## src/rtl/trg_link_sched_if.sv

```systemverilog
// trg_link_sched_if: trigger-link scheduler bus (trigger/command inputs, link word and status outputs).
interface trg_link_sched_if #(parameter int LOST_W = 16);
  logic              trg_req;
  logic [14:0]       trg_tok;
  logic              cmd_valid;
  logic [15:0]       cmd_data;
  logic              cmd_ready;
  logic              sync_en;
  logic [15:0]       link_data;
  logic              link_kchar;
  logic [LOST_W-1:0] trg_lost;
  logic [31:0]       ts;
  modport master (
    output trg_req, trg_tok, cmd_valid, cmd_data, sync_en,
    input  cmd_ready, link_data, link_kchar, trg_lost, ts
  );
  modport slave (
    input  trg_req, trg_tok, cmd_valid, cmd_data, sync_en,
    output cmd_ready, link_data, link_kchar, trg_lost, ts
  );
endinterface

```

## src/rtl/trg_link_sched.sv

```systemverilog
// trg_link_sched: arbitrates trigger tokens, sync frames and command frames onto the trigger link.
// Macro TRGSCHED_CMD_PRIO_EN: commands outrank sync, with a 16-cycle sync starvation guard.
module trg_link_sched #(
  parameter int SYNC_PERIOD = 125000000,
  parameter int LOST_W      = 16
) (
  input logic            clk,
  input logic            rst,
  trg_link_sched_if.slave bus
);
  localparam int CW = $clog2(SYNC_PERIOD);
  localparam logic [CW-1:0] RELOAD = CW'(SYNC_PERIOD - 1);
  typedef enum logic [1:0] {IDLE, CMD_D, SYNC_H, SYNC_L} state_t;
  state_t            state, state_n;
  logic [CW-1:0]     cnt;
  logic              sync_due, pend;
  logic [14:0]       pend_tok;
  logic [15:0]       cmd_lat, link, data_n;
  logic [31:0]       ts, ts_lat;
  logic [LOST_W-1:0] lost;
  logic              kchar, k_n, trg_go, sync_go, idle, issue, rdy;
`ifdef TRGSCHED_CMD_PRIO_EN
  logic [4:0]        starve;
  always_ff @(posedge clk)
    if (rst) starve <= '0;
    else starve <= (sync_due & bus.sync_en & !issue) ? (starve[4] ? starve : starve + 5'd1) : '0;
`endif
  always_comb begin
    trg_go = pend | bus.trg_req;
`ifdef TRGSCHED_CMD_PRIO_EN
    sync_go = sync_due & bus.sync_en & (starve[4] | !bus.cmd_valid);
`else
    sync_go = sync_due & bus.sync_en;
`endif
    idle = state == IDLE;
    issue = idle & !trg_go & sync_go;
    rdy = idle & !trg_go & !sync_go & bus.cmd_valid & !rst;
    state_n = IDLE;
    data_n = 16'h00BC;
    k_n = 1'b1;
    case (state)
      IDLE:
        if (trg_go) begin
          data_n = {1'b1, pend ? pend_tok : bus.trg_tok};
          k_n = 1'b0;
        end else if (sync_go) begin
          data_n = 16'h00FC;
          state_n = SYNC_H;
        end else if (bus.cmd_valid) begin
          data_n = 16'h003C;
          state_n = CMD_D;
        end
      CMD_D: begin
        data_n = cmd_lat;
        k_n = 1'b0;
      end
      SYNC_H: begin
        data_n = ts_lat[31:16];
        k_n = 1'b0;
        state_n = SYNC_L;
      end
      default: begin
        data_n = ts_lat[15:0];
        k_n = 1'b0;
      end
    endcase
  end
  always_ff @(posedge clk)
    if (rst) begin
      state <= IDLE;
      link <= 16'h00BC;
      kchar <= 1'b1;
      pend <= 1'b0;
      pend_tok <= '0;
      sync_due <= 1'b0;
      cnt <= RELOAD;
      lost <= '0;
      ts <= '0;
      ts_lat <= '0;
      cmd_lat <= '0;
    end else begin
      state <= state_n;
      link <= data_n;
      kchar <= k_n;
      ts <= ts + 32'd1;
      cnt <= (cnt == '0) ? RELOAD : cnt - 1'b1;
      sync_due <= bus.sync_en & ((cnt == '0) | (sync_due & !issue));
      if (issue) ts_lat <= ts;
      if (rdy) cmd_lat <= bus.cmd_data;
      // In IDLE a held token is sent and a simultaneous new one takes its slot.
      pend <= idle ? (pend & bus.trg_req) : (pend | bus.trg_req);
      if (bus.trg_req & (idle ? pend : !pend)) pend_tok <= bus.trg_tok;
      if (!idle & bus.trg_req & pend & (lost != '1)) lost <= lost + 1'b1;
    end
  assign bus.cmd_ready  = rdy;
  assign bus.link_data  = link;
  assign bus.link_kchar = kchar;
  assign bus.trg_lost   = lost;
  assign bus.ts         = ts;
endmodule
```

## src/flat_wrapper.sv

```systemverilog
// flat-port wrapper written by rule: the top's interface ports become plain ports
module trg_link_sched_flat 
#(
  parameter int SYNC_PERIOD = 125000000,
  parameter int LOST_W      = 16
)
  (clk, rst, bus_trg_req, bus_trg_tok, bus_cmd_valid, bus_cmd_data, bus_sync_en, bus_cmd_ready, bus_link_data, bus_link_kchar, bus_trg_lost, bus_ts);
  trg_link_sched_if #(.LOST_W(LOST_W)) bus_i ();
  input logic clk;
  input logic rst;
  input wire logic [$bits(bus_i.trg_req)-1:0] bus_trg_req;
  input wire logic [$bits(bus_i.trg_tok)-1:0] bus_trg_tok;
  input wire logic [$bits(bus_i.cmd_valid)-1:0] bus_cmd_valid;
  input wire logic [$bits(bus_i.cmd_data)-1:0] bus_cmd_data;
  input wire logic [$bits(bus_i.sync_en)-1:0] bus_sync_en;
  output wire logic [$bits(bus_i.cmd_ready)-1:0] bus_cmd_ready;
  output wire logic [$bits(bus_i.link_data)-1:0] bus_link_data;
  output wire logic [$bits(bus_i.link_kchar)-1:0] bus_link_kchar;
  output wire logic [$bits(bus_i.trg_lost)-1:0] bus_trg_lost;
  output wire logic [$bits(bus_i.ts)-1:0] bus_ts;
  assign bus_i.trg_req = bus_trg_req;
  assign bus_i.trg_tok = bus_trg_tok;
  assign bus_i.cmd_valid = bus_cmd_valid;
  assign bus_i.cmd_data = bus_cmd_data;
  assign bus_i.sync_en = bus_sync_en;
  assign bus_cmd_ready = bus_i.cmd_ready;
  assign bus_link_data = bus_i.link_data;
  assign bus_link_kchar = bus_i.link_kchar;
  assign bus_trg_lost = bus_i.trg_lost;
  assign bus_ts = bus_i.ts;
  trg_link_sched #(.SYNC_PERIOD(SYNC_PERIOD), .LOST_W(LOST_W)) u_core (.clk(clk), .rst(rst), .bus(bus_i));
endmodule
```

## config.mk

```make
export PLATFORM = sky130hd
export DESIGN_NAME = trg_link_sched_flat
export DESIGN_NICKNAME = d
export VERILOG_FILES = /design/src/rtl/trg_link_sched_if.sv /design/src/rtl/trg_link_sched.sv /design/src/flat_wrapper.sv
export SDC_FILE = /design/constraint.sdc
export NUM_CORES = 1
export LEC_CHECK = 0
export ABC_AREA = 1
export ABC_CLOCK_PERIOD_IN_PS = 2700
export BUFFER_PORTS_ARGS = -buffer_cell sky130_fd_sc_hd__buf_2
export CORE_MARGIN = 3
export CORE_UTILIZATION = 25
export CTS_CLUSTER_DIAMETER = 60
export DETAILED_ROUTE_END_ITERATION = 8
export GPL_TIMING_DRIVEN = 0
export SLEW_MARGIN = 20
export SYNTH_ARGS = -nofsm -noshare
export SYNTH_HDL_FRONTEND = slang
export SYNTH_SLANG_ARGS = --single-unit
```

## constraint.sdc

```tcl
create_clock -name clk -period 2.7 [get_ports clk]
set_input_delay 0.27 -clock clk [delete_from_list [all_inputs] [get_ports clk]]
set_output_delay 0.27 -clock clk [all_outputs]
set_load 0.05 [all_outputs]
```

==> results list, run 1 <==
* Clock root cell: clkbuf_16
- Post-CTS repair timing setup buffer count: 0
* CORE AREA: 0.0289 mm2
- After detailed routing, the average wire length per cell comes to 14.0 um.
* Fraction of layout instances using a drive strength above 1: 0.184
- Cell Area, Synth: 0.00741 mm2
* Number of enable flip-flop cells after synthesis: 0
- For this block, the routed nets add up to 21.7 mm of wire.
- Synthesis instantiated 42 different standard cells from the library.
* Sink Count: approximately 160
- Die Area: 0.0317 mm2
- At the later pin of the worst-skew pair, clock insertion delay measures 0.43 ns.
* Commonest cells post-synth: nand2_1, dfxtp_1, nor2_1
- When the netlist entered floorplanning its net count stood at 1071.
- 102 I/O pins were placed.
- TritonCTS built the clock tree.
- Counting along the longest clock path gives a buffer depth of 2.
- Mapped Cells: between 1000 and 1500
* Via-per-instance ratio: 4.48
- After clock tree synthesis, the repair step resized 0 gates.
- Clock buffer count from CTS: 17
* Worst clock skew: 0.00651 ns
- Final clock period utilization by the worst path: 0.808
- Worst Setup End Kind: output port
- Leakage power of the design: 3.48 nW
* Starting Density: 0.256
- Final Net Count: 1191
- Synth warn: 0
- The congestion estimate from routability-driven global placement came to 0.885.
- After clock tree synthesis, the clock-pin slew on the worst setup and hold paths is 0.07 ns.
- Across all layers, the routed design uses about 7000 vias.
- Vias in the first global route: 6622
* Hold Fails Final Rpt: 0
- The first routing iteration left ~470 violations.
- Cell depth of the worst hold path: 3
- Across the run, the number of max-cap violations was 0.
- For this run the aggregate overflow at the end of global routing stands at 0.
* First-pass GRT wire length: roughly 35 mm
* Type of the tightest min-delay check: input pin to register
* Logic pwr share: 0.068
* Die outline width: 178 um
- Number of DRC violations after detailed routing: 0
- Number of max-slew violations in the final report: 0
* Cell with the most instances after synthesis: nand2_1
* Sequential cell area fraction in the yosys report: 0.430
- Top post-synthesis cells by area: dfxtp_1, nand2_1, nor2_1
* CP required: 2.43 ns
- The initial antenna violation count is 1.
- In this run the worst setup path begins at u_core.state[1].
* Most area-hungry cell type in the Yosys netlist: dfxtp_1
* Maximum fanout count along the critical path: 10
* Detail Route Antenna Nets: 0
- Entering global routing, the biggest net connects 17 pins.
- The critical path in this run is classified as register to output port.
* Net switching power figure: 1.32 mW
- In this run the power density over the cells is just under 600 mW/mm2.
* Area fraction of the dominant cell type after synthesis: 0.430
- The design draws 5.22 mW.
- Count of endpoints failing setup in the final report: 0
- For this design, the CTS-stage hold fixing added 0 buffers.
- Leaving out filler cells and counting taps, the final layout contains 1549.
* Post-route minimum period: 2.18 ns
* Worst-case vdd ir drop: ~400 uV
* H-tree levels: 4
- Summed over all nets, the half-perimeter wirelength after detailed placement is 16.8 mm.
- Reg2reg path depth: 9
* Internal Power: 3.91 mW
* Dominant synthesized flop cell: dfxtp_1
- Row generation in the floorplan step produced 62 rows.
- In the global route stage, overall resource usage came out at 0.141.
* Share of total power consumed by net switching: 0.252
- Peak Freq: 458 MHz
- Sequential share of power: 0.464
* Slew at the pin closest to its max-slew limit: 0.812 ns
* Setup repair after global routing missed its margin: false
- Total Negative Setup Slacks: 0 ns
- Max-slew headroom: 0.459
- The worst register-to-register path begins at u_core.bus.trg_lost[0].
- Cell count after placement: 1517
- The run finished with clean final reports.
- Final worst setup slack: 0.517 ns
- Each instance of the synthesized netlist takes up on average 7.18 um2.
* Part of the power in the clock network: 0.469
* Hold Crit Start: bus_cmd_data[0]
- Number of buffer cells added on primary ports: roughly 100
* Die height: 178 um
* Critical Path AT: between 1.5 and 2 ns
- Area growth syn-to-layout: 21.4%
* Startpoint type of the worst setup path: register
- The pre-antenna-repair detailed-routing pass consisted of 5 iterations.
- After synthesis, the share of flip-flops with an asynchronous set or reset is 0.
- 0 antenna diodes ended up in the layout.
* Placement-stage worst setup slack: between 0.5 and 0.6 ns
- The synthesized design contains 159 register bits.
==> metrics by stage <==
stage	cell area (um2)	hold WS (ns)	utilization
4_1_cts	8990	0.0580	0.311
3_5_place_dp	8400	0.379	0.290
6_report	8990	0.0765	0.311
2_1_floorplan	7410	0.366	-
3_3_place_gp	8400	0.375	0.290
5_1_grt	8990	0.0793	0.311
==> power by group through the flow <==
stage	combinational, mW	clock, mW	sequential [mW]
global placement	0.351	0	2.47
global route	0.389	2.60	2.43
CTS	0.354	2.50	2.42
floorplan	0.162	0	2.53
finish	0.354	2.45	2.42
detailed placement	0.352	0	2.47
==> metal layers <==
layer  global-route usage  routed length (um)  vias to the layer above  share of wire
li1                     -                   -                     3568              -
met1                0.181                9820                     3161           0.45
met2                0.224                9660                      184           0.45
met3               0.0473                1770                       32          0.081
met4               0.0425                 428                        2          0.020
met5                    0                  11                        -        0.00051
==> worst paths after layout <==
path / end / slack, ns
max: bus_cmd_ready / 0.52
max reg2reg: u_core.bus.trg_lost[11] / 0.91
min: u_core.cmd_lat[0] / 0.08
min reg2reg: u_core.cnt[0] / 0.39
==> registers in the layout, indices dropped and copies added, names as in the netlist <==
name	flops
u_core.bus.ts	32
u_core.bus.link_kchar	1
u_core.bus.trg_lost	16
u_core.bus.link_data	16
u_core.sync_due	1
u_core.state	2
u_core.pend_tok	15
u_core.ts_lat	32
u_core.cnt	27
u_core.cmd_lat	16
u_core.pend	1
==> logic make-up after synthesis <==
| group | after synthesis | share of synthesized area |
|---|---|---|
| xor+xnor | 23 | 0.0272 |
| simple gates | 474 | 0.281 |
| buf+inv | 155 | 0.0942 |
| flops | 159 | 0.430 |
| fa+ha+maj | 3 | 0.00507 |
| compound gates | 218 | 0.162 |
==> critical path, stage by stage, from the launching register on <==
cell,delay [ns]
dfxtp_1,0.31
buf_6,0.14
nor2_8,0.15
nand2_4,0.08
nor2_4,0.15
inv_2,0.06
buf_2,0.20
nor2_1,0.11
buf_2,0.27
==> layout make-up <==
cell class | instances | area, um2
Tap cell | 384 | 480
Clock inverter | 13 | 154
Sequential cell | 159 | 3180
Multi-Input combinational cell | 718 | 3530
Clock buffer | 19 | 443
Buffer | 40 | 259
Fill cell | 3170 | 19900
Timing Repair Buffer | 101 | 505
Inverter | 115 | 439
==> layout by cell type (no fill, tap or decap), types with 3 or more instances in the layout <==
cell and instances:
a211oi_1 3, a21oi_1 82, a21oi_2 9, a31oi_1 4, a41oi_2 3, buf_2 111, buf_6 12, clkbuf_1 15
clkbuf_16 17, clkinvlp_4 3, dfxtp_1 159, ha_1 3, inv_1 110, inv_2 3, inv_6 4, nand2_1 200
nand2_2 14, nand3_1 58, nand3b_1 8, nand4_1 7, nor2_1 156, nor2_2 14, nor2_4 4, nor3_1 3
o211ai_1 5, o21ai_0 102, o22ai_1 3, xnor2_1 13, xor2_1 10
Power figures use the tool's default switching activity.
==> run 2: changes to the inputs <==
--- a/config.mk
+++ b/config.mk
@@ -5,8 +5,8 @@
 export SDC_FILE = /design/constraint.sdc
 export NUM_CORES = 1
 export LEC_CHECK = 0
-export ABC_AREA = 1
-export ABC_CLOCK_PERIOD_IN_PS = 2700
+export ABC_AREA = 0
+export ABC_CLOCK_PERIOD_IN_PS = 1900
 export BUFFER_PORTS_ARGS = -buffer_cell sky130_fd_sc_hd__buf_2
 export CORE_MARGIN = 3
 export CORE_UTILIZATION = 25
==> constraint.sdc (replaced) <==
create_clock -name clk -period 1.9 [get_ports clk]
set_input_delay 0.19 -clock clk [delete_from_list [all_inputs] [get_ports clk]]
set_output_delay 0.19 -clock clk [all_outputs]
set_load 0.05 [all_outputs]
==> results list, run 2 <==
- Status: finished, violations left
* Violated checks: setup timing
* H-tree levels: 4
- Clock tree synthesis selected as its root buffer the cell clkbuf_16.
- Area fraction of the dominant cell type after synthesis: 0.464
- The count of final max-slew check failures was 0.
* Count of endpoints failing setup in the final report: 29
- Starting Density: 0.259
- For this run, the detailed router's first-pass iteration total came to 5.
* Count of distinct cell types in the synthesized netlist: 47
- Slew at the pin closest to its max-slew limit: between 0.6 and 0.7 ns
* Via-per-instance ratio: 4.99
- Die outline width: 172 um
- For this run, the number of Yosys warnings is 0.
- Once detailed placement completed, the half-perimeter wirelength came to about 15 mm.
- Measured against its own limit, the worst slew margin works out to 0.558.
- After detailed routing, the total wire length is 20.7 mm.
- Power per standard cell area: 841 mW/mm2
* Commonest cells post-synth: dfxtp_1, nand2_1, a21oi_1
* Worst-case vdd ir drop: 514 uV
- In the final routed layout, each cell accounts on average for 15.8 um.
* Power Total: 7.63 mW
* Number of enable flip-flop cells after synthesis: 0
- The routed layout has 6533 vias.
* First-pass GRT wire length: 32.1 mm
- Mapped Nets: between 800 and 900
- Fraction of layout instances using a drive strength above 1: 0.301
- The die is about 170 um tall.
* Sink Count: 159
* Sequential cell area fraction in the yosys report: 0.464
- Leakage power of the design: ~3.3 nW
* XOR/XNOR share of the synthesized area: 0.0243
- The die covers a little under 0.03 mm2.
- Summing every instance area after synthesis gives ~0.007 mm2.
* Number of placement rows: ~60
* Overall track demand over capacity in global routing: 0.138
- Subtracting the final worst setup slack from the clock period gives 2.03 ns.
* Combinational family with the most area after synthesis: simple AND/OR/NAND/NOR gates
- In this run the mean area of a mapped cell was around 8.4 um2.
* Number of antenna cells inserted: 0
- Data on the critical path arrives at its endpoint at 2.39 ns.
* Worst setup path category: register to register
- For the worst-skew pair, the clock arrives at the later sink with an insertion delay of 0.43 ns.
- Final worst setup slack: -0.132 ns
- Startpoint type of the worst setup path: register
- Timing would allow up to 492 MHz.
* CP required: between 2 and 2.5 ns
- Clock slew seen by the registers of the worst setup and hold paths: approximately 0.06 ns
- Final weighted congestion of routability-driven global placement: 0.827
* Maximum Capacitance Violations: 0
- For this run, asynchronously set or reset flops after synthesis account for 0.
- Type of the tightest min-delay check: input pin to register
- After the last flow step, the layout net total stands at 1000.
- By area the synthesized netlist is led by dfxtp_1, nand2_1, a21oi_1.
- Adding up every negative setup slack in the final design gives -2.34 ns.
* Dominant synthesized flop cell: dfxtp_1
- After synthesis the netlist holds a flip-flop and latch count of 159.
- TritonCTS clock tree: done
* Adder-Cell Fraction of Synth Area: 0.00548
* Vias in the first global route: roughly 5900
* Number of DRC violations after detailed routing: 0
- Most area-hungry cell type in the Yosys netlist: dfxtp_1
* Setup repair after global routing missed its margin: true
- Measured against the total synthesized area, the mux share comes to 0.0559.
- Of the total synthesized cell area, the portion taken by AND, OR, NAND and NOR gates is 0.245.
- The synthesized-area fraction occupied by ao, oa, aoi and oai cells was 0.168.
* Area growth syn-to-layout: 32.4%
- CORE AREA: approximately 0.027 mm2
* Number of ports placed on the die boundary: 102
- The library cells used most frequently in the layout, excluding fill and tap cells, are nand2_1, dfxtp_1, buf_2.
- Entering global routing, the biggest net connects 18 pins.
- Buffers inserted during clock tree synthesis total 17.
* Aggregate global routing overflow: 0
- In the synthesized netlist, the number of instances is 813.
* Maximum fanout count along the critical path: 5
* Cell with the most instances after synthesis: dfxtp_1
- The count of nets left with antenna violations once routing finished came out at 0.
* Buffer depth of the longest clock path: 2
- Across the routed clock network, the largest skew measured is 0.0108 ns.
- The initial antenna violation count is 0.
* Number of DRC markers in iteration 0: 529
- Hold Fails Final Rpt: 0
- The largest registers in the layout are u_core.bus.ts x32, u_core.ts_lat x32, u_core.cnt x27.
- Most common cell after layout, fill and taps aside: nand2_1
- Worst Setup End Kind: register
- Number of buffer cells added on primary ports: 100
* Final clock period utilization by the worst path: 1.07
-- run 2: changes by cell type in the layout (fill, tap and decap cells not counted), moves of 29 or more --
| cell | previous run | this run |
|---|---|---|
| or4_1 | 0 | 29 |
| nand3_1 | 58 | 20 |
| o21ai_0 | 102 | 41 |
| nand2_1 | 200 | 142 |
| inv_1 | 110 | 10 |
| nor2_1 | 156 | 46 |
| dfxtp_1 | 159 | 119 |
-- run 2: worst paths after layout --
kind,start,end,slack (ns),depth (start not counted)
setup / recovery,u_core.cnt[14],u_core.cnt[14],-0.13,6
hold / removal,bus_trg_tok[0],u_core.pend_tok[0],0.01,3
setup reg to reg,u_core.cnt[14],u_core.cnt[14],-0.13,6
hold reg to reg,u_core.cnt[0],u_core.cnt[0],0.43,1
-- run 2: per-stage QoR --
stage | instances | util | setup slack (ns) | instance area, um2 | hold slack [ns]
detailed placement | 1248 | 0.298 | -0.489 | 7900 | 0.411
CTS | 1300 | 0.336 | -0.119 | 8900 | 0.00153
global route | 1309 | 0.342 | -0.171 | 9070 | 0.0124
global placement | 1248 | 0.298 | -0.483 | 7900 | 0.406
finish | 1309 | 0.342 | -0.132 | 9070 | 0.0134
floorplan | 813 | - | -0.0487 | 6980 | 0.306
-- run 2: report_power, final --
part / internal, mW / total (mW) / switching [mW]
clock: 2.29 / 3.70 / 1.41
combinational: 0.175 / 0.517 / 0.341
sequential: 3.38 / 3.42 / 0.0379
-- run 2: cell families after synthesis --
group	count (synthesis)
AOI/OAI and AO/OA	194
xor gates and xnor gates	19
adders and majority gates	3
buffers and inverters	64
DFF	159
muxes	36
and+or+nand+nor	338
-- run 2: routing by layer --
layer	wire length, um	up-vias	track usage
li1	-	3221	-
met3	1350	20	0.0372
met2	9410	164	0.217
met4	356	0	0.0434
met5	0	-	0
met1	9530	3128	0.185
-- run 2: repair_timing --
item	in CTS	in global routing
resized for setup	51	42
pin swaps	25	11
endpoints found under the hold margin	7	0
hold buffers	7	0
gates cloned	2	1
buffers inserted	15	12
endpoints found under the setup margin	108	102
-- run 2: final cells by class --
class | instances | area, um2
Tap cell | 335 | 419
Sequential cell | 159 | 3260
Buffer | 45 | 260
Timing Repair Buffer | 137 | 816
Multi-Input combinational cell | 590 | 3640
Clock inverter | 11 | 178
Fill cell | 2736 | 17400
Clock buffer | 21 | 460
Inverter | 11 | 41.3
-- run 2: critical path, cell delays in order, from the launching register on --
cell and delay, ns:
dfxtp_4 0.34, or3_4 0.38, or3_4 0.42, buf_6 0.14
o41a_1 0.46, buf_6 0.17, nand3_2 0.05
==> run 3: changes to the inputs <==
--- a/config.mk
+++ b/config.mk
@@ -6,13 +6,15 @@
 export NUM_CORES = 1
 export LEC_CHECK = 0
 export ABC_AREA = 0
-export ABC_CLOCK_PERIOD_IN_PS = 1900
+export ABC_CLOCK_PERIOD_IN_PS = 2000
 export BUFFER_PORTS_ARGS = -buffer_cell sky130_fd_sc_hd__buf_2
 export CORE_MARGIN = 3
 export CORE_UTILIZATION = 25
 export CTS_CLUSTER_DIAMETER = 60
 export DETAILED_ROUTE_END_ITERATION = 8
 export GPL_TIMING_DRIVEN = 0
+export PLACE_DENSITY = 0.49
+export RECOVER_POWER = 50
 export SLEW_MARGIN = 20
 export SYNTH_ARGS = -nofsm -noshare
 export SYNTH_HDL_FRONTEND = slang
==> constraint.sdc (replaced) <==
create_clock -name clk -period 2 [get_ports clk]
set_input_delay 0.2 -clock clk [delete_from_list [all_inputs] [get_ports clk]]
set_output_delay 0.2 -clock clk [all_outputs]
set_load 0.05 [all_outputs]
==> results list, run 3 (synthesis results as in run 2) <==
- Status: finished, violations left
- The checks that failed: setup timing.
- The clock drives approximately 160 sinks.
- In the final layout, the share of cells above drive strength 1 is 0.269.
- At the end of routability-driven placement, the weighted congestion stood at 0.807.
* Vias: ~6300
- The repair_antennas step left the layout with diodes totalling 0.
* Largest regs: u_core.bus.ts x32, u_core.ts_lat x32, u_core.cnt x27
* Via-per-instance ratio: 4.87
- The first global-routing pass estimated about 33 mm of wire.
* Peak Freq: just under 500 MHz
* Maximum Capacitance Violations: 0
* Post-route minimum period: 2.02 ns
- The global routing stage identified its most utilized layer as met2.
- For the pin with the worst max-slew slack, the measured transition is 0.715 ns.
- In this run the count of I/O pins placed on the die edge is 102.
- Largest net degree at the start of global routing: 18
* TritonCTS clock tree: done
- Clock slew seen by the registers of the worst setup and hold paths: 0.07 ns
- The number of global-route vias before repair is roughly 5800.
- Worst clock skew: 0.0154 ns
- In the final routed layout, each cell accounts on average for 16.6 um.
- Summed over all layers, the routed wires come to around 22 mm.
- For the worst setup path, the data required time is around 2.3 ns.
* Die height: 172 um
* Worst reg2reg setup slack: -0.02 ns
- Power spread over the standard cell area amounts to 771 mW/mm2.
* Most common cell after layout, fill and taps aside: nand2_1
* Met2 GRT Util: 0.224
- For this design the static power due to leakage is roughly 3.2 nW.
- Antenna violations before repair: 0
- STA puts the critical path data arrival time at between 2 and 2.5 ns.
- Number of max-slew violations in the final report: 0
* Number of DRC violations after detailed routing: 0
* Clk Latency, worst-skew pair: 0.43 ns
- Count of endpoints failing setup in the final report: 7
- Relative to the synthesized area, the layout overhead comes to 29.2%.
- Startpoint type of the worst setup path: register
- Detailed placement finished with a half-perimeter wire length of ~16 mm.
* Final worst setup slack: -0.0193 ns
- The worst-case IR drop observed on VDD is between 400 and 500 uV.
- The cell sitting at the root of the clock tree is a clkbuf_16.
* Hold Fails Final Rpt: 0
- Highest-count cells in the layout ignoring fill and taps: nand2_1, dfxtp_1, buf_2
- The sequential cells in the finished layout cover a total of about 0.0032 mm2.
- In the global route stage, met1 resource usage came out at 0.202.
- Overall track demand over capacity in global routing: 0.143
* Multi-input gate area in the final layout: 0.00364 mm2
- Number of buffer cells added on primary ports: 100
- For this run, global-route usage on met3 was measured as 0.0324.
- For this configuration, the core starts out at a cell density of 0.259.
- The clock passes through at most 2 buffers.
- H-tree levels: 4
- Worst setup path category: register to register
- The floorplan has 59 rows.
- In the finished design, the share of the clock period the worst path needs comes to 1.01.
- Detail Route Antenna Nets: 0
- For this run the aggregate overflow at the end of global routing stands at 0.
- Die Area: 0.0294 mm2
- In this run the horizontal extent of the chip is between 150 and 200 um.
- Summing internal, switching and leakage power gives 6.83 mW.
* Setup repair after global routing missed its margin: true
- Of all nets on the critical path, the largest fanout is 5.
* Finished layout cell area: between 0.008 and 0.009 mm2
- Clock buffer count from CTS: 17
- For this run, the post-layout net count is between 900 and 1000.
- The worst setup path is captured at a register.
- Number of fillers in the final layout: 2794
- The first TritonRoute pass finished after 5 iterations.
- Dpl cell area: between 0.007 and 0.008 mm2
- For this block, the initial DRC count from the detailed router was 359.
* Type of the tightest min-delay check: input pin to register
- In this run the standard cell core region covers 0.0265 mm2.
- Max-slew headroom: 0.524
==> run 3: cell types whose count changed in the layout (fill, tap and decap cells not counted), moves of 5 or more <==
cell,change
buf_2,-14
nand2_1,+5
dfxtp_1,+12
dlygate4sd3_1,-7
or4_4,+7
clkbuf_1,+14
or4_1,-7
dfxtp_2,-9
==> run 3: worst paths after layout <==
path	endpoint	cells past startpoint	from
hold reg to reg	u_core.cnt[0]	1	u_core.cnt[0]
setup / recovery	u_core.cnt[18]	5	u_core.cnt[14]
hold / removal	u_core.cmd_lat[9]	3	bus_cmd_data[9]
setup reg to reg	u_core.cnt[18]	5	u_core.cnt[14]
==> run 3: timing repair <==
| action | 4_1_cts | 5_1_grt |
|---|---|---|
| hold buffers | 0 | 0 |
| pin swaps | 12 | 24 |
| resized for setup | 36 | 61 |
| buffers inserted | 11 | 17 |
| endpoints found under the setup margin | 103 | 73 |
| gates cloned | 1 | 1 |
==> run 3: final cells by class <==
class	instances	area share
buffer	44	0.0263
multi-input combinational	591	0.411
sequential	159	0.366
clock inverter	12	0.0126
clock buffer	19	0.0500
inverter	11	0.00466
tap	335	0.0473
timing repair buffer	129	0.0823
==> run 3: metal layers <==
layer,part of all wire,wire length [um]
met1,0.49,10700
met2,0.46,9900
met3,0.035,766
met4,0.012,267
met5,0,0
==> run 3: critical path, cell delays in order (launching register included) <==
cell and delay, ns:
dfxtp_4 0.35, or3_4 0.38, or3_4 0.43, buf_6 0.15, or4_4 0.47, a21oi_2 0.14
==> run 3: power breakdown <==
group	total, mW	internal (mW)	switching (mW)	leakage, nW
sequential	3.25	3.21	0.0348	1.30
clock	3.11	1.75	1.36	0.266
combinational	0.477	0.152	0.325	1.63
==> run 3: metrics by stage <==
step	setup TNS, ns	instances	worst slack, ns	hold WS [ns]	util
after detailed placement	-19.86	1248	-0.545	0.408	0.295
after global placement	-20.36	1248	-0.563	0.397	0.295
final	-0.0905	1300	-0.0193	0.0162	0.334
after floorplan	0	813	0.00491	0.316	-
after CTS	-0.0207	1285	-0.0156	0.00276	0.323
after global routing	-0.779	1300	-0.0652	0.0112	0.334
